===== config.mk =====
export PLATFORM = sky130hd
export DESIGN_NAME = gshare_ctrl
export DESIGN_NICKNAME = d
export VERILOG_FILES = /design/src/rtl/bp_pkg.sv /design/src/rtl/bp_inflight_fifo.sv /design/src/rtl/gshare_ctrl.sv
export SDC_FILE = /design/constraint.sdc
export NUM_CORES = 1
export LEC_CHECK = 0
export ABC_AREA = 0
export ABC_CLOCK_PERIOD_IN_PS = 5700
export BUFFER_PORTS_ARGS = -buffer_cell sky130_fd_sc_hd__buf_2
export CORE_MARGIN = 2
export CORE_UTILIZATION = 64
export CTS_BUF_LIST = sky130_fd_sc_hd__clkbuf_16
export DETAILED_ROUTE_END_ITERATION = 12
export GPL_ROUTABILITY_DRIVEN = 0
export PLACE_DENSITY = 0.84
export SLEW_MARGIN = 20
export SYNTH_ARGS = -nofsm -noshare
export SYNTH_HDL_FRONTEND = slang
export SYNTH_SLANG_ARGS = --single-unit

===== constraint.sdc =====
create_clock -name clk_i -period 5.7 [get_ports clk_i]
set_input_delay 0.57 -clock clk_i [delete_from_list [all_inputs] [get_ports clk_i]]
set_output_delay 0.57 -clock clk_i [all_outputs]
set_load 0.02 [all_outputs]

===== src/rtl/bp_pkg.sv =====
// Shared branch-predictor types and default geometry, used by the gshare
// front-end controller and by the pattern history table.
package bp_pkg;

    localparam int BP_INDEX_WIDTH = 12;
    localparam int BP_GHR_WIDTH   = 12;

    // One in-flight conditional branch: the PHT index it read and the
    // speculative history in force when it was predicted. Fields are sized
    // for the default geometry, so a controller instance must not exceed it.
    typedef struct packed {
        logic [BP_INDEX_WIDTH-1:0] index;
        logic [BP_GHR_WIDTH-1:0]   ghr;
    } bp_entry_t;

endpackage


===== src/rtl/bp_inflight_fifo.sv =====
// Program-ordered FIFO of in-flight branches with a synchronous clear that
// discards every entry and takes priority over a same-cycle push or pop.
module bp_inflight_fifo
    import bp_pkg::*;
#(
    parameter  int DEPTH = 8,
    localparam int AW    = $clog2(DEPTH),
    localparam int CW    = AW + 1
) (
    input  logic          clk_i,
    input  logic          rst_i,
    input  logic          clr_i,
    input  logic          push_i,
    input  logic          pop_i,
    input  bp_entry_t     din_i,
    output bp_entry_t     head_o,
    output logic          full_o,
    output logic          empty_o,
    output logic [CW-1:0] count_o
);

    bp_entry_t     r_mem [DEPTH];
    logic [AW-1:0] r_wr_ptr;
    logic [AW-1:0] r_rd_ptr;
    logic [CW-1:0] r_count;

    // Pointers and occupancy; pointers wrap naturally at DEPTH (power of two).
    always_ff @(posedge clk_i or posedge rst_i) begin
        if (rst_i) begin
            r_wr_ptr <= '0;
            r_rd_ptr <= '0;
            r_count  <= '0;
        end else if (clr_i) begin
            r_wr_ptr <= '0;
            r_rd_ptr <= '0;
            r_count  <= '0;
        end else begin
            if (push_i) r_wr_ptr <= r_wr_ptr + AW'(1);
            if (pop_i)  r_rd_ptr <= r_rd_ptr + AW'(1);
            r_count <= r_count + CW'(push_i) - CW'(pop_i);
        end
    end

    // Entry storage; contents are don't-care until pushed, so no reset.
    always_ff @(posedge clk_i) begin
        if (push_i && !clr_i) r_mem[r_wr_ptr] <= din_i;
    end

    assign head_o  = r_mem[r_rd_ptr];
    assign full_o  = (r_count == CW'(DEPTH));
    assign empty_o = (r_count == '0);
    assign count_o = r_count;

endmodule


===== src/rtl/gshare_ctrl.sv =====
// gshare front-end controller: hashes PC with speculative history to index
// the PHT, tracks in-flight branches, issues PHT updates at resolution and
// repairs the speculative history on mispredict or flush.
module gshare_ctrl
    import bp_pkg::*;
#(
    parameter  int INDEX_WIDTH = BP_INDEX_WIDTH,
    parameter  int GHR_WIDTH   = BP_GHR_WIDTH,
    parameter  int DEPTH       = 8,
    localparam int CW          = $clog2(DEPTH) + 1
) (
    input  logic                   clk_i,
    input  logic                   rst_i,
    input  logic                   pred_valid_i,
    input  logic [31:0]            pred_pc_i,
    input  logic                   pred_taken_i,
    output logic                   pred_ready_o,
    output logic [INDEX_WIDTH-1:0] rd_index_o,
    input  logic                   res_valid_i,
    input  logic                   res_taken_i,
    input  logic                   res_mispredict_i,
    input  logic                   flush_i,
    output logic                   update_en_o,
    output logic [INDEX_WIDTH-1:0] update_index_o,
    output logic                   br_taken_o,
    output logic [CW-1:0]          count_o,
    output logic                   empty_o
);

    // Shift a new outcome into a history value; written via a widened
    // temporary so a one-bit history needs no special case.
    function automatic logic [GHR_WIDTH-1:0] shift_in(input logic [GHR_WIDTH-1:0] ghr,
                                                      input logic             bit_in);
        logic [GHR_WIDTH:0] t;
        t = {ghr, bit_in};
        return t[GHR_WIDTH-1:0];
    endfunction

    logic [GHR_WIDTH-1:0] r_spec_ghr;
    logic [GHR_WIDTH-1:0] r_arch_ghr;
    logic [GHR_WIDTH-1:0] w_arch_nxt;
    logic [GHR_WIDTH-1:0] w_spec_nxt;
    logic                 w_full;
    logic                 w_empty;
    logic                 w_pop;
    logic                 w_mispred;
    logic                 w_push;
    logic                 w_clr;
    bp_entry_t            w_din;
    bp_entry_t            w_head;
    logic                 w_unused_pc;

    assign w_unused_pc = ^{pred_pc_i[31:INDEX_WIDTH+2], pred_pc_i[1:0]};

    assign rd_index_o   = pred_pc_i[INDEX_WIDTH+1:2] ^ INDEX_WIDTH'(r_spec_ghr);
    // Ready ignores a same-cycle pop so ready never depends on res_valid_i.
    assign pred_ready_o = !w_full;
    assign empty_o      = w_empty;

    assign w_pop     = res_valid_i && !w_empty;
    assign w_mispred = w_pop && res_mispredict_i;
    assign w_push    = pred_valid_i && !w_full && !flush_i && !w_mispred;
    assign w_clr     = flush_i || w_mispred;

    // Entry captured on push and the repaired/advanced histories.
    always_comb begin
        w_din       = '0;
        w_din.index = BP_INDEX_WIDTH'(rd_index_o);
        w_din.ghr   = BP_GHR_WIDTH'(r_spec_ghr);

        w_arch_nxt = w_pop ? shift_in(r_arch_ghr, res_taken_i) : r_arch_ghr;

        w_spec_nxt = r_spec_ghr;
        if (w_mispred)
            w_spec_nxt = shift_in(GHR_WIDTH'(w_head.ghr), res_taken_i);
        else if (flush_i)
            w_spec_nxt = w_arch_nxt;
        else if (w_push)
            w_spec_nxt = shift_in(r_spec_ghr, pred_taken_i);
    end

    // History registers.
    always_ff @(posedge clk_i or posedge rst_i) begin
        if (rst_i) begin
            r_spec_ghr <= '0;
            r_arch_ghr <= '0;
        end else begin
            r_spec_ghr <= w_spec_nxt;
            r_arch_ghr <= w_arch_nxt;
        end
    end

    // Registered PHT update port: one strobe per pop, cancelled by reset.
    always_ff @(posedge clk_i or posedge rst_i) begin
        if (rst_i) begin
            update_en_o    <= 1'b0;
            update_index_o <= '0;
            br_taken_o     <= 1'b0;
        end else begin
            update_en_o <= w_pop;
            if (w_pop) begin
                update_index_o <= INDEX_WIDTH'(w_head.index);
                br_taken_o     <= res_taken_i;
            end
        end
    end

    bp_inflight_fifo #(
        .DEPTH (DEPTH)
    ) u_fifo (
        .clk_i   (clk_i),
        .rst_i   (rst_i),
        .clr_i   (w_clr),
        .push_i  (w_push),
        .pop_i   (w_pop),
        .din_i   (w_din),
        .head_o  (w_head),
        .full_o  (w_full),
        .empty_o (w_empty),
        .count_o (count_o)
    );

endmodule


==> results of run 1 <==
## path summary, 6_finish.rpt
kind                               startpoint            endpoint  slack, ps  cells past startpoint
max reg2reg                 u_fifo.count_o[2]  u_fifo.r_mem[3][4]       2520                      6
max in group asynchronous               rst_i  u_fifo.r_rd_ptr[1]       4960                      3
max                         u_fifo.count_o[2]  u_fifo.r_mem[3][4]       2520                      6
min                                     rst_i       r_spec_ghr[4]        250                      3
min reg2reg                update_index_o[10]  update_index_o[10]        480                      2
min in group clk_i                res_taken_i          br_taken_o        310                      3
## worst max-delay path, delay by kind of cell, from the launching register on
kind / cells / cell delay (ps)
adders and majority gates: 1 / 160
DFF: 1 / 390
AOI/OAI and AO/OA: 1 / 370
and+or+nand+nor: 3 / 1780
buffers and inverters: 1 / 100
## logic make-up after synthesis
logic type | Yosys count
flip-flops | 232
AND/OR/NAND/NOR | 115
multiplexers | 69
AO/OA/AOI/OAI | 50
buffers and inverters | 49
XOR/XNOR | 18
adder cells (fa/ha/maj) | 9
## report_power, final
part | leakage, nW | internal, mW | switching [mW]
registers | 2.27 | 2.24 | 0.244
logic | 1.10 | 0.510 | 0.811
clock network | 0.377 | 0.867 | 0.606
## cell usage after synthesis
cell / number / area share, %
a21oi_1: 6 / 0.32
and2_2: 1 / 0.080
a21o_1: 1 / 0.080
ha_1: 8 / 1.1
dfrtp_1: 48 / 13
inv_1: 19 / 0.76
or3b_1: 2 / 0.19
buf_1: 4 / 0.16
fa_1: 1 / 0.21
nand3b_1: 1 / 0.080
dlygate4sd1_1: 1 / 0.093
edfxtp_1: 184 / 59
a221o_1: 2 / 0.21
mux4_2: 46 / 11
buf_4: 4 / 0.32
xnor2_1: 3 / 0.28
buf_6: 6 / 0.72
clkbuf_1: 2 / 0.080
nor2_1: 15 / 0.60
or3_2: 4 / 0.32
mux2i_1: 23 / 2.4
buf_2: 11 / 0.58
xor2_1: 15 / 1.4
and3_2: 1 / 0.080
inv_2: 1 / 0.040
o221ai_1: 9 / 0.84
a31oi_1: 2 / 0.13
nor3_1: 3 / 0.16
nand3_1: 4 / 0.21
o21ai_0: 17 / 0.90
or3_1: 4 / 0.27
o221a_2: 11 / 1.3
and2_1: 3 / 0.20
or3_4: 1 / 0.12
nand4_1: 2 / 0.13
nand2b_1: 2 / 0.13
o21ai_2: 2 / 0.19
nand2_1: 72 / 2.9
clkbuf_8: 1 / 0.15
## layer usage
metal | routed length [um] | up-vias | share of wire, %
met2 | 10100 | 242 | 51
met1 | 7980 | 2634 | 40
li1 | - | 2193 | -
met3 | 1230 | 33 | 6.2
met4 | 437 | 0 | 2.2
met5 | 0 | - | 0
## per-stage QoR
| stage | cell area (um^2) | util [%] | hold WS (ps) | setup WS [ps] |
|---|---|---|---|---|
| 2_1_floorplan | 9430 | - | 461 | 1910 |
| 5_1_grt | 10600 | 72.9 | 304 | 2330 |
| 4_1_cts | 10600 | 72.9 | 271 | 2510 |
| 6_report | 10600 | 72.9 | 255 | 2520 |
| 3_5_place_dp | 9830 | 67.9 | 472 | 2530 |
| 3_3_place_gp | 9830 | 67.9 | 458 | 2640 |
## final cells by class
cell class / instances / area share (%)
multi-input combinational: 261 / 23.5
timing repair buffer: 59 / 2.99
clock buffer: 23 / 5.45
inverter: 20 / 0.711
clock inverter: 17 / 1.47
sequential: 232 / 63.7
tap: 184 / 2.18
## state kept, by name (all words and copies together), names as in the netlist
signal	cells
u_fifo.r_mem	184
r_arch_ghr	12
r_spec_ghr	12
update_index_o	12
u_fifo.count_o	4
u_fifo.r_rd_ptr	3
u_fifo.r_wr_ptr	3
br_taken_o	1
update_en_o	1
==> flow_metrics.tcl, run 1 <==
set metrics [dict create \
    grtUsageMet2_pct 43.9 \
    ios 72 \
    final_cells 796 \
    cp_slowest_cell "nor2_4" \
    multi_input_area_um2 2480 \
    relSlewSlack_pct 39.4 \
    diodes 0 \
    cts-resized-gates 0 \
    drc 0 \
    tightest_slew_ps 906 \
    p_leak_nw 3.75 \
    synth-xor-area-share_pct 1.67 \
    place_inst 756 \
    rows 44 \
    post_synth_mux_area_share_pct 13.4 \
    syn_to_final_growth_pct 12.0 \
    track_usage_pct 26.0 \
    top_usage_layer "met2" \
    viasPerCell 6.41 \
    final_cell_mix "184 x edfxtp_1, 72 x nand2_1, 51 x buf_2, 46 x mux4_2, 46 x dfrtp_1" \
    cts_max_level 1 \
    path_cells "inv_1, ha_1, or3b_1, a21oi_1, nand4_1, nor2_4" \
    yosys.area_share.adder_pct 1.27 \
    cpPeakStageDelay_ps 850 \
    synth_compound_area_share_pct 3.98 \
    clk_latency_ps 500 \
    grt_overflow 0 \
    cts_root_buf "clkbuf_16" \
    start_util_pct 65.1 \
    regArea_um2 6730 \
    ctsHoldBuffers 0 \
    fmax_ghz 0.314 \
    peakVddDrop_mv 0.372 \
    required_ps 5820 \
    finalSetupTns_ps 0 \
    synth-simple-area-share_pct 5.43 \
    endpoint_kind "register" \
    cts_tree "built" \
    grt_util_met3_pct 4.24 \
    syn-mean-instance-area_um2 17.4 \
    clkSinkCount 232 \
    wl_per_cell_um 24.8 \
    fin_crit_sh_pct 55.8 \
    worst_hold_path_type "in2async" \
    syn_area_um2 9430 \
    crit_arrival_ps 3300 \
    core_area_um2 14500 \
    yosys_warnings 0 \
    hold_violations 0 \
    synth_seq_cells 232 \
    grt_setup_unrepaired "false" \
    synth_top_family_by_area "multiplexers" \
    status "finished, final reports clean" \
    power_mw 5.28 \
    dr_total_vias 5102 \
    cts_max_path_buffers 3 \
    gr-usage-met1_pct 35.8 \
    dr.pass1.iters 5 \
    cp_max_fo 23 \
    syn_inst 542 \
    ys_seq_area_share_pct 71.3 \
    maxSlewViolCount 0 \
    worstSetupStartpointType "register" \
    cts_buffers 22 \
    worstSetupPathType "reg2reg" \
    fin_nets 645 \
    syn_nets 591 \
    grt_max_degree 49 \
    layout_commonest_cell "edfxtp_1" \
    fp.dieH_um 125 \
    fin_skew_ps 11.4 \
    routed_wl_um 19800 \
    p_per_area_nw_per_um2 500 \
    min_period_ps 3180 \
    antenna_found_initial 0 \
    setup_violations 0 \
    numPortBuffers 51 \
    yosys.cell_types.count 39 \
    ant_nets 0 \
    hpwl_um 10600 \
    cts_setup_buffers 0 \
    fp.dieArea_um2 15700 \
    fillers 816 \
    first_global_vias 5361 \
    drt_iter0_markers 644 \
    drv_cap 0 \
    grt_pass1_wl_um 30800 \
    clk_pin_slew_ps 60 \
    drive_above_1_share_pct 27.3 \
    fp.dieW_um 125 \
]
(Power assumes the default switching activity.)
==> inputs of run 2 (changes only) <==
--- a/config.mk
+++ b/config.mk
@@ -6,14 +6,14 @@
 export NUM_CORES = 1
 export LEC_CHECK = 0
 export ABC_AREA = 0
-export ABC_CLOCK_PERIOD_IN_PS = 5700
+export ABC_CLOCK_PERIOD_IN_PS = 2600
 export BUFFER_PORTS_ARGS = -buffer_cell sky130_fd_sc_hd__buf_2
 export CORE_MARGIN = 2
-export CORE_UTILIZATION = 64
+export CORE_UTILIZATION = 54
 export CTS_BUF_LIST = sky130_fd_sc_hd__clkbuf_16
 export DETAILED_ROUTE_END_ITERATION = 12
 export GPL_ROUTABILITY_DRIVEN = 0
-export PLACE_DENSITY = 0.84
+export PLACE_DENSITY = 0.76
 export SLEW_MARGIN = 20
 export SYNTH_ARGS = -nofsm -noshare
 export SYNTH_HDL_FRONTEND = slang
==> constraint.sdc (replaced) <==
create_clock -name clk_i -period 2.6 [get_ports clk_i]
set_input_delay 0.26 -clock clk_i [delete_from_list [all_inputs] [get_ports clk_i]]
set_output_delay 0.26 -clock clk_i [all_outputs]
set_load 0.02 [all_outputs]
==> flow_metrics.tcl, run 2 (synthesis gave the netlist of run 1 again) <==
set metrics [dict create \
    grt_util_met3_pct 3.73 \
    fin_skew_ps 11.6 \
    switchingPower_mw 3.62 \
    finalSetupTns_ps 0 \
    cp_max_fo 23 \
    pwr-share-comb_pct 26.4 \
    hold_violations 0 \
    setup_slack_ps 85.3 \
    fin_crit_sh_pct 96.7 \
    start_util_pct 54.9 \
    cts_tree "built" \
    dr_total_vias 5073 \
    grtUsageMet2_pct 35.4 \
    hpwl_um 10800 \
    grt_overflow 0 \
    rows 48 \
    first_global_vias 5302 \
    tightest_slew_ps 804 \
    track_usage_pct 21.4 \
    worst_hold_path_type "in2reg" \
    seqPwrFrac_pct 46.5 \
    routed_wl_um 19000 \
    timing.hold.ws_ps 50.3 \
    fillers 1210 \
    grt_pass1_wl_um 29400 \
    p_int_mw 8.01 \
    multi_input_area_um2 2510 \
    relSlewSlack_pct 46.2 \
    drv_cap 0 \
    syn_to_final_growth_pct 15.5 \
    setup_violations 0 \
    p_leak_nw 3.85 \
    fp.dieW_um 136 \
    drc 0 \
    required_ps 2800 \
    fp.dieH_um 136 \
    min_period_ps 2510 \
    clk_latency_ps 510 \
    cts_max_level 1 \
    viasPerCell 5.91 \
    status "finished, final reports clean" \
    worstSetupPathType "reg2reg" \
    drt_iter0_markers 473 \
    maxSlewViolCount 0 \
    rr_startpoint "u_fifo.count_o[2]" \
    drive_above_1_share_pct 30.6 \
    grt_setup_unrepaired "true" \
    top_usage_layer "met2" \
    largest_reg_flops 184 \
    grt_max_degree 39 \
    crit_arrival_ps 2710 \
    cts_buffers 24 \
    final_util_pct 63.4 \
    fin_nets 664 \
    numPortBuffers 51 \
    worstSetupStartpointType "register" \
    ant_nets 0 \
    crit_start "u_fifo.count_o[2]" \
    wl_per_cell_um 22.2 \
    fmax_ghz 0.398 \
    final_cell_mix "184 x edfxtp_1, 71 x nand2_1, 51 x buf_2, 46 x mux4_2, 44 x dfrtp_1" \
    fp.dieArea_um2 18500 \
    gr-usage-met1_pct 29.5 \
    regMostFlops "u_fifo.r_mem" \
    p_sw_share_pct 31.1 \
    pwr-share-clk_pct 27.2 \
    regArea_um2 6730 \
    ios 72 \
    cts_root_buf "clkbuf_16" \
    clk_pin_slew_ps 60 \
    cts_setup_buffers 0 \
    core_area_um2 17200 \
    antenna_found_initial 0 \
    cts_max_path_buffers 3 \
    hold_start "pred_valid_i" \
    clkSinkCount 232 \
    layout_commonest_cell "edfxtp_1" \
    dp_worst_setup_slack_ps 132 \
    dr.pass1.iters 5 \
    endpoint_kind "register" \
    peakVddDrop_mv 0.724 \
    p_per_area_nw_per_um2 1070 \
    diodes 0 \
]
## run 2: cell count changes in the layout (fill, tap and decap cells not counted), moves of 3 or more
| cell | delta |
|---|---|
| buf_12 | +9 |
| buf_4 | +6 |
| clkinv_1 | +4 |
| inv_1 | -3 |
| inv_2 | +3 |
| nor2_2 | +5 |
| nor2_4 | -5 |
## run 2: what timing repair did
item / 4_1_cts / 5_1_grt
endpoints found under the hold margin: 22 / 0
resized for setup: 0 / 4
hold buffers: 2 / 0
endpoints found under the setup margin: 0 / 3
## run 2: power groups by stage
| stage | sequential, mW | clock [mW] | combinational, mW |
|---|---|---|---|
| finish | 5.40 | 3.16 | 3.06 |
| CTS | 5.40 | 3.21 | 3.05 |
| global route | 5.47 | 3.36 | 3.37 |
| floorplan | 5.46 | 0 | 2.14 |
| global placement | 5.42 | 0 | 2.91 |
| detailed placement | 5.47 | 0 | 3.02 |
## run 2: worst paths after layout
| kind | slack [ps] | cells past startpoint | end |
|---|---|---|---|
| max in group asynchronous | 1590 | 4 | u_fifo.r_rd_ptr[1] |
| min in group asynchronous | 350 | 3 | u_fifo.count_o[1] |
| max reg2reg | 90 | 9 | u_fifo.r_mem[0][17] |
| min reg2reg | 470 | 2 | update_index_o[7] |
| min | 50 | 3 | u_fifo.r_wr_ptr[1] |
| max | 90 | 9 | u_fifo.r_mem[0][17] |
## run 2: per-layer routing
metal	part of all wire, %	up-vias
met5	0	-
met4	2.3	0
met3	6.3	38
met2	50	190
met1	41	2616
li1	-	2229
## run 2: final cells by class
class	count	share of cell area (%)
clock buffer	25	5.75
sequential	232	61.8
multi-input combinational	261	23.0
clock inverter	19	0.977
inverter	20	0.689
timing repair buffer	76	5.15
tap	225	2.59
## run 2: metrics by stage
step / power (mW) / cells / area (um^2)
floorplan: 7.60 / 542 / 9500
global placement: 8.33 / 812 / 10100
detailed placement: 8.49 / 812 / 10100
CTS: 11.7 / 858 / 10900
global route: 12.2 / 858 / 10900
finish: 11.6 / 858 / 10900
## run 2: worst max-delay path, stage by stage (launching register included)
cell,delay [ps]
dfrtp_2,410
inv_2,70
ha_1,150
or3b_4,400
buf_4,180
inv_2,80
o21ai_4,60
or3_4,370
nor3_4,230
buf_12,230
==> inputs of run 3 (changes only) <==
--- a/config.mk
+++ b/config.mk
@@ -9,11 +9,11 @@
 export ABC_CLOCK_PERIOD_IN_PS = 2600
 export BUFFER_PORTS_ARGS = -buffer_cell sky130_fd_sc_hd__buf_2
 export CORE_MARGIN = 2
-export CORE_UTILIZATION = 54
-export CTS_BUF_LIST = sky130_fd_sc_hd__clkbuf_16
+export CORE_UTILIZATION = 56
+export CTS_BUF_LIST = sky130_fd_sc_hd__clkbuf_2
 export DETAILED_ROUTE_END_ITERATION = 12
 export GPL_ROUTABILITY_DRIVEN = 0
-export PLACE_DENSITY = 0.76
+export PLACE_DENSITY = 0.78
 export SLEW_MARGIN = 20
 export SYNTH_ARGS = -nofsm -noshare
 export SYNTH_HDL_FRONTEND = slang
==> flow_metrics.tcl, run 3 (synthesis gave the netlist of run 1 again) <==
set metrics [dict create \
    clkSinkCount 232 \
    crit_start "u_fifo.count_o[2]" \
    routed.top_layer "met4" \
    rr_startpoint "u_fifo.count_o[2]" \
    drt_iter0_markers 488 \
    cp_slowest_cell "dfrtp_2" \
    worstSetupStartpointType "register" \
    reg2reg_depth 9 \
    drive_above_1_share_pct 36.4 \
    grt_pass1_wl_um 29400 \
    placed_area_um2 10100 \
    antenna_found_initial 1 \
    cts_buffers 53 \
    tightest_slew_ps 849 \
    first_global_vias 5588 \
    hold_violations 0 \
    cts_tree "built" \
    setup_violations 0 \
    cp_max_fo 8 \
    grt_setup_unrepaired "true" \
    cts_root_buf "clkbuf_2" \
    fin_skew_ps 35.2 \
    cts_max_path_buffers 3 \
    final_cell_area_um2 10900 \
    core_area_um2 16500 \
    ios 72 \
    grt_overflow 0 \
    dr_wl_met3_um 1090 \
    endpoint_kind "output port" \
    dr_wl_met2_um 9280 \
    crit_buf_inv 5 \
    track_usage_pct 21.7 \
    cpPeakStageDelay_ps 420 \
    fillers 1106 \
    dr.pass1.iters 5 \
    start_util_pct 57.1 \
    wl_per_cell_um 20.0 \
    numPortBuffers 51 \
    status "finished, final reports clean" \
    largest_reg_flops 184 \
    layout_commonest_cell "edfxtp_1" \
    fp.dieW_um 134 \
    relSlewSlack_pct 43.2 \
    worstSetupPathType "reg2out" \
    wl_met1_um 7590 \
    viasPerCell 5.74 \
    fin_nets 709 \
    regMostFlops "u_fifo.r_mem" \
    path_common_cell "buf_6" \
    fp.dieH_um 134 \
    crit_arrival_ps 2250 \
    cpLargestDelayFamily "buffers and inverters" \
    syn_to_final_growth_pct 15.6 \
    dr_total_vias 5311 \
    cts_max_level 2 \
    maxSlewViolCount 0 \
    fp.dieArea_um2 17900 \
    worst_hold_path_type "in2async" \
    routed_wl_um 18500 \
    peakVddDrop_mv 0.830 \
    cp_num_cells 7 \
    fin_crit_sh_pct 96.5 \
    required_ps 2340 \
    hpwl_um 10500 \
    p_leak_nw 3.95 \
    dp_worst_setup_slack_ps 128 \
    fmax_ghz 0.399 \
    path_cells "inv_2, ha_1, or3b_4, buf_6, inv_2, buf_6, buf_6" \
    setup_slack_ps 91.4 \
    ant_nets 0 \
    min_period_ps 2510 \
    p_per_area_nw_per_um2 1000 \
    drv_cap 0 \
    clk_pin_slew_ps 100 \
    rows 47 \
    clk_latency_ps 790 \
    grt_max_degree 45 \
    drc 0 \
    final_cell_mix "184 x edfxtp_1, 86 x clkbuf_2, 71 x nand2_1, 50 x buf_2, 46 x mux4_2" \
]
[run 3: layout make-up]
class,count,area [um^2],share of cell area [%]
inverter,20,75.1,0.689
multi-input combinational,261,2530,23.2
timing repair buffer,92,749,6.88
sequential,232,6730,61.8
clock inverter,13,105,0.964
tap,220,275,2.53
antenna,1,2.50,0.0230
clock buffer,86,430,3.95
[run 3: metrics by stage]
| stage | TNS (ps) | hold slack [ps] | power [mW] | utilization, % | std cells |
|---|---|---|---|---|---|
| after floorplan | -22700 | 379 | 7.60 | - | 542 |
| after global placement | 0 | 410 | 8.32 | 61.2 | 805 |
| after detailed placement | 0 | 423 | 8.48 | 61.2 | 805 |
| after CTS | 0 | 90.7 | 10.9 | 65.6 | 924 |
| after global routing | -20.8 | 145 | 11.6 | 66.0 | 925 |
| final | 0 | 133 | 10.9 | 66.0 | 925 |
[run 3: repair_timing]
item	CTS	global route
gates resized for setup	2	9
cloned	0	0
hold buffers	19	0
setup buffers	1	0
endpoints found under the hold margin	132	0
setup endpoints to repair	1	49
[run 3: worst reg2reg max path, delay by kind of cell, from the launching register on]
kind	cells	cell delay, ps
flops	1	420
buf+inv	4	540
compound gates	1	70
fa+ha+maj	1	150
simple gates	3	1000
[run 3: routing by layer]
layer  vias to the layer above  track usage [%]
met4                         0             10.1
met1                      2699             28.6
met2                       208             35.4
met3                        44             4.27
li1                       2360                -
met5                         -                0
[run 3: path summary, 6_finish.rpt]
kind	endpoint	slack [ps]
worst max register to register	u_fifo.r_mem[0][12]	130
worst max-delay path	empty_o	90
worst min register to register	r_arch_ghr[2]	500
max in group asynchronous	u_fifo.r_rd_ptr[1]	1780
worst min-delay path	r_arch_ghr[6]	130
min in group clk_i	br_taken_o	260
[run 3: power breakdown]
| group | total (mW) | internal (mW) | switching (mW) |
|---|---|---|---|
| Clock | 2.40 | 1.06 | 1.33 |
| Sequential | 5.41 | 4.90 | 0.506 |
| Combinational | 3.13 | 1.34 | 1.78 |
